$ cat src/rtl/act_stage.sv
// act_stage: post-accumulation stage downstream of the MAC.
//
// A MAC done pulse captures mac_out + bias as a 17-bit signed sum (S1).
// In the next cycle (S2) the sum is saturated to signed Q8.8, passed through
// the activation and pushed into a small FIFO. The FIFO head is presented to
// the next layer over a valid/ready handshake.
//
// Configuration macro: ACT_RELU_EN
//   defined   -> ReLU after saturation (negative results become 0x0000)
//   undefined -> identity activation
//
// Parameters:
//   DEPTH  FIFO entries (power of two, >= 2)
//   CW     width of count, clog2(DEPTH+1)
//
// Ports:
//   clk        in   rising-edge clock
//   reset      in   asynchronous active-high reset, clears all state
//   done_in    in   MAC done pulse, mac_out/bias sampled in this cycle
//   mac_out    in   [15:0] signed Q8.8 accumulated sum
//   bias       in   [15:0] signed Q8.8 bias
//   out_data   out  [15:0] result at FIFO head (don't-care when !out_valid)
//   out_valid  out  FIFO non-empty
//   out_ready  in   consumer accepts the head
//   count      out  [CW-1:0] FIFO occupancy, 0..DEPTH
//   overflow   out  sticky: a result was dropped on a full FIFO
//
// Handshake: a transfer happens on every rising edge where out_valid and
// out_ready are both 1. out_valid depends only on FIFO occupancy, never on
// out_ready; out_data is stable while out_valid=1 and no transfer occurs.
// out_ready while out_valid=0 is ignored.

module act_stage #(
  parameter int DEPTH = 4,
  parameter int CW    = 3
) (
  input  logic          clk,
  input  logic          reset,
  input  logic          done_in,
  input  logic [15:0]   mac_out,
  input  logic [15:0]   bias,
  output logic [15:0]   out_data,
  output logic          out_valid,
  input  logic          out_ready,
  output logic [CW-1:0] count,
  output logic          overflow
);

  localparam int AW = (DEPTH > 1) ? $clog2(DEPTH) : 1;
  localparam logic [CW-1:0] FULL_CNT = CW'(DEPTH);

  // S1 capture register
  logic [16:0] s1_sum;
  logic        s1_v;

  // FIFO storage and pointers
  logic [15:0]   mem [DEPTH];
  logic [AW-1:0] wr_ptr;
  logic [AW-1:0] rd_ptr;

  // S2 combinational path
  logic [15:0] sat_val;
  logic [15:0] act_val;
  logic        pop;
  logic        push_ok;

  always_ff @(posedge clk or posedge reset) begin
    if (reset) begin
      s1_sum <= '0;
      s1_v   <= 1'b0;
    end else begin
      s1_v <= done_in;
      if (done_in) begin
        s1_sum <= {mac_out[15], mac_out} + {bias[15], bias};
      end
    end
  end

  // The 17-bit sum fits in 16 bits exactly when bits 16 and 15 agree;
  // otherwise bit 16 carries the true sign and selects the clamp direction.
  always_comb begin
    sat_val = s1_sum[15:0];
    if (!s1_sum[16] && s1_sum[15]) begin
      sat_val = 16'h7FFF;
    end else if (s1_sum[16] && !s1_sum[15]) begin
      sat_val = 16'h8000;
    end
  end

`ifdef ACT_RELU_EN
  assign act_val = sat_val[15] ? 16'h0000 : sat_val;
`else
  assign act_val = sat_val;
`endif

  assign out_valid = (count != '0);
  assign out_data  = mem[rd_ptr];
  assign pop       = out_valid & out_ready;
  // A full FIFO still takes the new result when the head leaves this cycle.
  assign push_ok   = s1_v & ((count != FULL_CNT) | pop);

  always_ff @(posedge clk or posedge reset) begin
    if (reset) begin
      for (int i = 0; i < DEPTH; i++) begin
        mem[i] <= '0;
      end
      wr_ptr   <= '0;
      rd_ptr   <= '0;
      count    <= '0;
      overflow <= 1'b0;
    end else begin
      if (push_ok) begin
        mem[wr_ptr] <= act_val;
        wr_ptr      <= wr_ptr + 1'b1;
      end
      if (pop) begin
        rd_ptr <= rd_ptr + 1'b1;
      end
      case ({push_ok, pop})
        2'b10:   count <= count + 1'b1;
        2'b01:   count <= count - 1'b1;
        default: count <= count;
      endcase
      if (s1_v && !push_ok) begin
        overflow <= 1'b1;
      end
    end
  end

endmodule

$ cat config.mk
export PLATFORM = sky130hd
export DESIGN_NAME = act_stage
export DESIGN_NICKNAME = d
export VERILOG_FILES = /design/src/rtl/act_stage.sv
export SDC_FILE = /design/constraint.sdc
export NUM_CORES = 1
export LEC_CHECK = 0
export CORE_MARGIN = 1.5
export CORE_UTILIZATION = 55
export DETAILED_ROUTE_END_ITERATION = 8
export PLACE_DENSITY = 0.83
export SLEW_MARGIN = 20
export SYNTH_ARGS = -nofsm -noshare
export SYNTH_HDL_FRONTEND = slang
export SYNTH_SLANG_ARGS = --single-unit
$ cat constraint.sdc
create_clock -name clk -period 4.3 [get_ports clk]
set_clock_uncertainty 0.1 [all_clocks]
set_input_delay 0.86 -clock clk [delete_from_list [all_inputs] [get_ports clk]]
set_output_delay 0.86 -clock clk [all_outputs]
set_load 0.1 [all_outputs]
==> flow_results.org, run 1 <==
** Status
- The flow ran to the end, and the final reports show no timing, DRC or antenna violations.

** Floorplanning
- Measured along the x axis, the die boundary spans 94.59 um.
- Cell Rows :: 33
- Area of the die :: 0.008946 mm2
- Initial cell density of the core :: 0.5643
- Die Span Y :: 94.59 um
- The core region is 0.008175 mm2.
- Pin placement for this block handled 57 I/O pins.

** Timing
- Timing would allow up to 0.3235 GHz.
- Actual slew at the worst max-slew pin :: 0.9734 ns
- Hold Vio Cnt, Final :: 0
- Finish-stage setup viols :: 0
- Period utilisation layout :: 0.7190
- Setup total negative slack on the finished layout was measured at 0 ns.
- Number of max-slew violations in the final report :: 0
- The worst pin sits at a relative slew slack of 0.3490.
- On the final layout, the worst hold slack is 0.3697 ns.
- Final critical delay including setup and external delays :: 3.092 ns
- Setup repair after global routing missed its margin :: false

** Worst setup path
- Along the worst path, the maximum fanout reaches 4.
- Data arrives at the worst endpoint at 2.13 ns.
- The worst setup path is of the flop to output pin kind.
- The worst setup path is launched from a flop.
- STA classifies the critical path endpoint as an output pin.
- End point of the critical path :: out_valid
- Tracing the worst setup path back leads to its startpoint at count[1].
- Count of cells along the worst register-to-register path :: 9
- In this run the register-to-register setup slack is 1.89 ns.
- The endpoint identified for the worst register-to-register timing path is count[2].
- Critical path data required time :: 3.34 ns
- The worst register-to-register path begins at count[0].

** Synth
- Syn Nets :: 501
- After synthesis, the share of flip-flops with an asynchronous set or reset is 1.000.
- Counting flops and latches in the post-synthesis netlist gives 90.
- Yosys printed 0 warnings.
- Number of enable flip-flop cells after synthesis :: 0
- Average footprint of a synthesized cell :: 10.44 um2
- Most used flip-flop cell after synthesis :: dfrtp_1
- Synth Cell Area :: 0.004613 mm2
- Synthesis instantiated 47 different standard cells from the library.
- Register area share after synthesis :: 0.4882
- Synthesis produced a netlist whose cell count is 442.

** Routing
- Count of TritonRoute iterations in the first routing pass :: 4
- DRT antenna net count :: 0
- DR DRC count :: 0
- The detailed router finished its first iteration with 199 violations.
- Dividing the detail-routed wire length by the instance count gives 15.40 um.
- Vias :: 3483
- Final Routed Wirelength :: 9.289 mm
- Dividing the detail-routed via count by the number of cells gives 5.776.

** Final layout
- Fraction of final layout cells with drive strength greater than 1 :: 0.1506
- Leading cell type in the layout, fill and taps excluded :: dfrtp_1
- In the layout the commonest cells are dfrtp_1 (90), nand2_1 (81), o21ai_0 (68).
- Layout Area Growth over Synthesis :: 17.79%
- Final net count :: 552
- The number of antenna diodes in the final layout is 0.

** GRT
- Entering global routing, the biggest net connects 91 pins.
- Via count of the first global-routing pass :: 3439
- Summed over all layers, the global routing overflow is 0.
- The number of antenna violations at the first check in global routing came to 0.
- Global-route usage over all layers :: 0.2291
- The first global-routing pass estimated 15.88 mm of wire.

** Clock network
- CTS built an H-tree with a depth of 3.
- The number of hold buffers added after CTS was 0.
- At the later pin of the worst-skew pair, clock insertion delay measures 0.35 ns.
- TritonCTS built the clock tree.
- The clock net in this run drives a total of 90 sinks.
- Setup Fix Bufs, Post-CTS :: 0
- Maximum buffer depth of the clock tree :: 2
- Inserted Clock Buffers :: 9
- Root buf cell :: clkbuf_8
- Clock slew at reported path FFs :: 0.08 ns
- Post-cts sizing count :: 0

** Placed design
- Routability Congestion :: 0.8971
- Summed over all nets, the half-perimeter wirelength after detailed placement is 6.579 mm.
- Input and output buffers added on the ports amount to 56.

** Worst hold path
- Kind of path behind the tightest hold check :: flop to flop
- Hold path cells :: 1

** Job
- Max cap viols :: 0
==> worst max-delay path: stages (launching register included) <==
cell and delay [ns]:
dfrtp_1 0.42, or3_1 0.39, clkdlybuf4s50_1 0.97
==> layout make-up <==
| cell class | instances | area [um2] |
|---|---|---|
| fill | 634 | 2741 |
| sequential | 90 | 2252 |
| multi-input combinational | 317 | 2222 |
| timing repair buffer | 63 | 585.6 |
| clock buffer | 12 | 145.1 |
| tap | 105 | 131.4 |
| clock inverter | 4 | 51.30 |
| inverter | 12 | 46.29 |
==> metal layers <==
metal  track usage  vias to the layer above  part of all wire  wire, um
li1              -                     1681                 -         -
met1        0.3037                     1713              0.46      4267
met2        0.3795                       79              0.49      4537
met3       0.04428                       10             0.036       339
met4       0.07711                        0             0.016       144
met5             0                        -                 0         0
==> cells in the mapped netlist (2+ instances only) <==
master,instances,share of area
dfrtp_1,90,0.49
nand2_1,81,0.066
o21ai_0,68,0.074
a21oi_1,30,0.033
ha_1,21,0.057
clkbuf_1,17,0.014
mux4_2,16,0.078
inv_1,12,0.0098
nor2_1,11,0.0090
mux2_2,10,0.024
xnor2_1,8,0.015
a21o_1,6,0.0098
buf_2,6,0.0065
o21a_1,5,0.0081
a31oi_1,4,0.0054
nand4_1,4,0.0054
nor2b_1,4,0.0054
xor2_1,4,0.0076
nand2b_1,3,0.0041
nor3_1,3,0.0033
o31ai_1,3,0.0049
a221oi_1,2,0.0038
a31o_2,2,0.0038
and3_1,2,0.0027
fa_1,2,0.0087
mux2i_1,2,0.0043
nand3_1,2,0.0022
nor4b_1,2,0.0038
o211ai_1,2,0.0033
o311ai_0,2,0.0038
or2_2,2,0.0027
==> state kept, by name, indices dropped and copies added (netlist names) <==
name / cells
mem: 64
s1_sum: 17
count: 3
rd_ptr: 2
wr_ptr: 2
overflow: 1
s1_v: 1
==> worst min path at each step <==
stage          startpoint  endpoint  slack (ns)
3_5_place_dp     overflow  overflow        0.35
4_1_cts          overflow  overflow        0.37
6_report         overflow  overflow        0.37
2_1_floorplan        s1_v  overflow        0.34
3_3_place_gp     overflow  overflow        0.35
5_1_grt          overflow  overflow        0.40
==> through the flow <==
step	area [um2]	utilization	instances	worst slack, ns
CTS	5434	0.6647	603	1.202
global route	5434	0.6647	603	1.126
floorplan	4613	-	442	1.005
detailed placement	5238	0.6406	587	0.9637
global placement	5238	0.6406	587	0.9846
finish	5434	0.6647	603	1.208
==> logic make-up (layout without fill, tap and decap cells) <==
kind of cell,count (synthesis),in the layout,share of synthesized area
and+or+nand+nor,120,120,0.1158
DFF,90,90,0.4882
xor gates and xnor gates,12,12,0.02278
AOI/OAI and AO/OA,134,134,0.1706
adders and majority gates,23,23,0.06564
muxes,28,28,0.1069
buffers and inverters,35,91,0.03011
Power of run 1 is left out: the tool's default activity adds up to more than one toggle a clock period on the data nets, which glitch-free logic cannot reach.
==> inputs of run 2 (changes only) <==
CORE_UTILIZATION = 50   (was 55)
PLACE_DENSITY = 0.8   (was 0.83)
clock period = 2.6 ns   (was 4.3 ns; I/O delays follow)
==> run 2 against run 1 <==
  * Global-route usage down 1.4 points
  * Setup slack got worse by 1.1 ns
  * Die area rose by 9.7%
  * Sequential cell count stayed put
  * Largest cell class unchanged
==> flow_results.org, run 2 (same netlist as run 1, synthesis figures left out) <==
** Status
- The run finished with clean final reports.

** Power
- Of the total power, the share spent switching nets is 0.4731.
- The share of total power dissipated in the clock network is 0.123.
- For this design the static power due to leakage is 2.615 nW.
- Power per cell area :: 1408 mW/mm2
- The internal power of the cells totals 0.004375 W.
- The share of total power dissipated in sequential elements is 0.277.
- Peak supply drop :: 0.0008417 V
- The share of total power dissipated in combinational logic is 0.601.
- Summed over all nets, the switching power comes to 0.003928 W.

** Final layout
- The number of inserted diodes is 0 (unchanged).
- The utilization after layout is 0.6663 (+0.001613).
- Ranked by flip-flop count, first place goes to mem.
- Leading cell type in the layout, fill and taps excluded :: dfrtp_1
- Registers with the highest flip-flop counts :: mem x64, s1_sum x17, count x3
- The fill cell total of the finished layout was 680 (+7.3%).
- Final net count :: 575 (+4.2%)
- Layout Area Growth over Synthesis :: 27.80%
- Fraction of final layout cells with drive strength greater than 1 :: 0.2096 (+0.05901)
- The number of flip-flops in the largest register was 64 (unchanged).
- The top cell types in the final layout, fill and taps aside, are dfrtp_1 (87), nand2_1 (81), o21ai_0 (67).

** Worst setup path
- Count of buffering cells on the critical path with inverters included :: 1 (unchanged)
- Top fanout value on the critical path :: 4 (unchanged)
- Broken down by cell family, the worst path's largest delay share belongs to compound AO/OA/AOI/OAI gates.
- The longest individual stage delay on the worst path came to 0.42 ns (-0.55 ns).
- Cell with the largest stage delay on the worst path :: clkdlybuf4s50_1
- The startpoint identified for the worst register-to-register timing path is count[1].
- The worst-case reg-to-reg path depth came to 9 (unchanged).
- Startpoint type of the worst setup path :: input pin
- The total number of cells along the worst setup path was 8 (+6).
- Traced cell by cell, the critical path runs through clkdlybuf4s50_1, ha_1, fa_1, a21o_1, a221oi_4, o21ai_1, xor2_1, mux2_2.
- The worst setup path is captured at a flop.
- Capture point of the worst reg-to-reg path :: count[2]
- The data arrival time of the worst path came to 2.63 ns (+0.50 ns).
- Worst Path Class, Setup :: input pin to flop
- The worst reg-to-reg setup slack was 0.46 ns (-1.43 ns).
- The required time at the worst-slack endpoint is 2.73 ns (-0.61 ns).

** GRT
- Total congestion overflow after global routing :: 0 (unchanged)
- The via count of the first global-routing pass came to 3588 (+4.3%).
- Number of antenna violations at the first check in global routing :: 0 (unchanged)
- The combined global-route utilization of all metal layers was 0.2153 (-0.01379).
- The maximum number of pins on one net before global-route repair came to 42 (-54%).
- The wire length of the first global-routing pass was 16.82 mm (+6.0%).

** Timing
- Setup repair after global routing missed its margin :: false
- Relative max-transition margin :: 0.6576 (+0.3085)
- Actual slew at the worst max-slew pin :: 0.5137 ns (-0.4597 ns)
- The final number of setup-violating endpoints was 0 (unchanged).
- The final hold violation count was 0 (unchanged).
- The worst path in the final design needs a cycle of 2.499 ns, including I/O delays and setup.
- The final count of pins violating max slew was 0 (unchanged).
- The setup slack after layout was 0.1011 ns (-1.107 ns).
- Period utilisation layout :: 0.9611
- Derived from the worst setup path, the maximum achievable clock frequency is 0.4002 GHz.
- Total Negative Setup Slacks :: 0 ns (unchanged)

** Placed design
- Worst setup slack before clock tree synthesis :: -0.3642 ns (-1.328 ns)
- The placed wire-length estimate came to 7.057 mm (+7.3%).
- The number of buffer cells added on primary ports is 56 (unchanged).
- Routability Congestion :: 0.9489 (+5.8%)

** Worst hold path
- Sink of the worst hold path :: overflow
- In this run the worst hold path is classified as flop to flop.
- Critical hold path startpoint :: overflow
- The worst hold path cell count was 1 (unchanged).

** Routing
- The ratio of routed vias to standard cells is 5.645 (-2.3%).
- The count of unresolved DRC violations after routing was 0 (unchanged).
- The total detailed-routing wirelength came to 9.639 mm (+3.8%).
- The count of antenna-violating nets left after detailed routing came to 0 (unchanged).
- The routed length per placed instance is 15.35 um (-0.36%).
- Vias :: 3545 (+1.8%)
- Drt first-iter violations :: 194 (-2.5%)
- The number of optimization iterations in the first detailed-route pass was 4 (unchanged).

** Clock network
- The deepest level of the CTS H-tree came to 3 (unchanged).
- The clock insertion delay at the later pin of the skew report was 0.35 ns (about the same).
- Maximum buffer depth of the clock tree :: 2 (unchanged)
- The cell sitting at the root of the clock tree is a clkbuf_8.
- Inserted Clock Buffers :: 9 (unchanged)
- Clock slew at reported path FFs :: 0.09 ns (about the same)
- The number of buffers added for setup after CTS came to 0 (unchanged).
- The total clock sinks was 90 (unchanged).
- TritonCTS built the clock tree.

** Floorplanning
- The y dimension of the die is 99.06 um (+4.7%).
- The I/O pin count came to 57 (unchanged).
- Cell Rows :: 34 (+3.0%)
- DIE WIDTH :: 99.06 um (+4.7%)
- The initial core utilization is 0.5214 (-0.04293).
- Area of the die :: 0.009812 mm2 (+9.7%)
- Placeable core region :: 0.008848 mm2 (+8.2%)

** Job
- The max-cap check violation count is 0 (unchanged).
run 2: cell types whose count changed in the layout (fill, tap and decap cells not counted), moves of 2 or more:
cell             previous run  this run
buf_12                      1        21
buf_4                      22        30
clkdlybuf4s50_1            40        35
clkinvlp_4                  1         4
dfrtp_1                    90        87
dfrtp_2                     0         3
clkbuf_1                    2         0
clkinv_2                    2         0
run 2: worst max path at each step:
stage / from / to / slack [ns]
finish: bias[0] / s1_sum[8] / 0.10
global route: mac_out[0] / s1_sum[8] / 0.03
CTS: bias[0] / s1_sum[8] / 0.01
detailed placement: bias[0] / s1_sum[8] / -0.36
global placement: mac_out[0] / s1_sum[8] / -0.32
floorplan: count[0] / count[2] / 0.1
run 2: final cells by class:
class	instances	area, um2	area share
clock buffer	9	123.9	0.02101
inverter	12	48.80	0.008277
timing repair buffer	86	996.0	0.1689
multi-input combinational	317	2245	0.3807
tap	108	135.1	0.02292
clock inverter	6	91.34	0.01549
sequential	90	2256	0.3826
run 2: timing repair:
action	4_1_cts	5_1_grt
endpoints found under the setup margin	0	6
hold buffers	0	0
resized for setup	0	3
run 2: layer usage:
layer | share of wire | track usage | wire length (um) | up-vias
met4 | 0.011 | 0.05850 | 110 | 0
met5 | 0 | 0 | 0 | -
met3 | 0.048 | 0.03546 | 463 | 9
met1 | 0.45 | 0.2944 | 4339 | 1711
li1 | - | - | - | 1720
met2 | 0.49 | 0.3607 | 4727 | 105
run 2: power by group through the flow:
| stage | clock network [W] | logic (W) | registers (W) |
|---|---|---|---|
| CTS | 0.00104 | 0.00501 | 0.00230 |
| global route | 0.00109 | 0.00527 | 0.00238 |
| global placement | 0 | 0.00491 | 0.00226 |
| floorplan | 0 | 0.00322 | 0.00244 |
| detailed placement | 0 | 0.00500 | 0.00232 |
| finish | 0.00102 | 0.00499 | 0.00230 |
run 2: per-stage QoR:
| stage | power [W] | area (um2) | instances | hold WS [ns] |
|---|---|---|---|---|
| after floorplan | 0.005659 | 4626 | 442 | 0.3419 |
| after global placement | 0.007174 | 5663 | 613 | 0.3438 |
| after detailed placement | 0.007324 | 5663 | 613 | 0.3533 |
| after CTS | 0.008352 | 5878 | 628 | 0.3795 |
| after global routing | 0.008736 | 5896 | 628 | 0.4140 |
| final | 0.008303 | 5896 | 628 | 0.3744 |
No activity file was read; power rests on OpenSTA's default activity.
==> inputs of run 3 (changes only) <==
CAP_MARGIN = 20   (was default)
==> results of run 3 <==
Same layout as run 2: the final DEF is identical, and so are final timing and power.
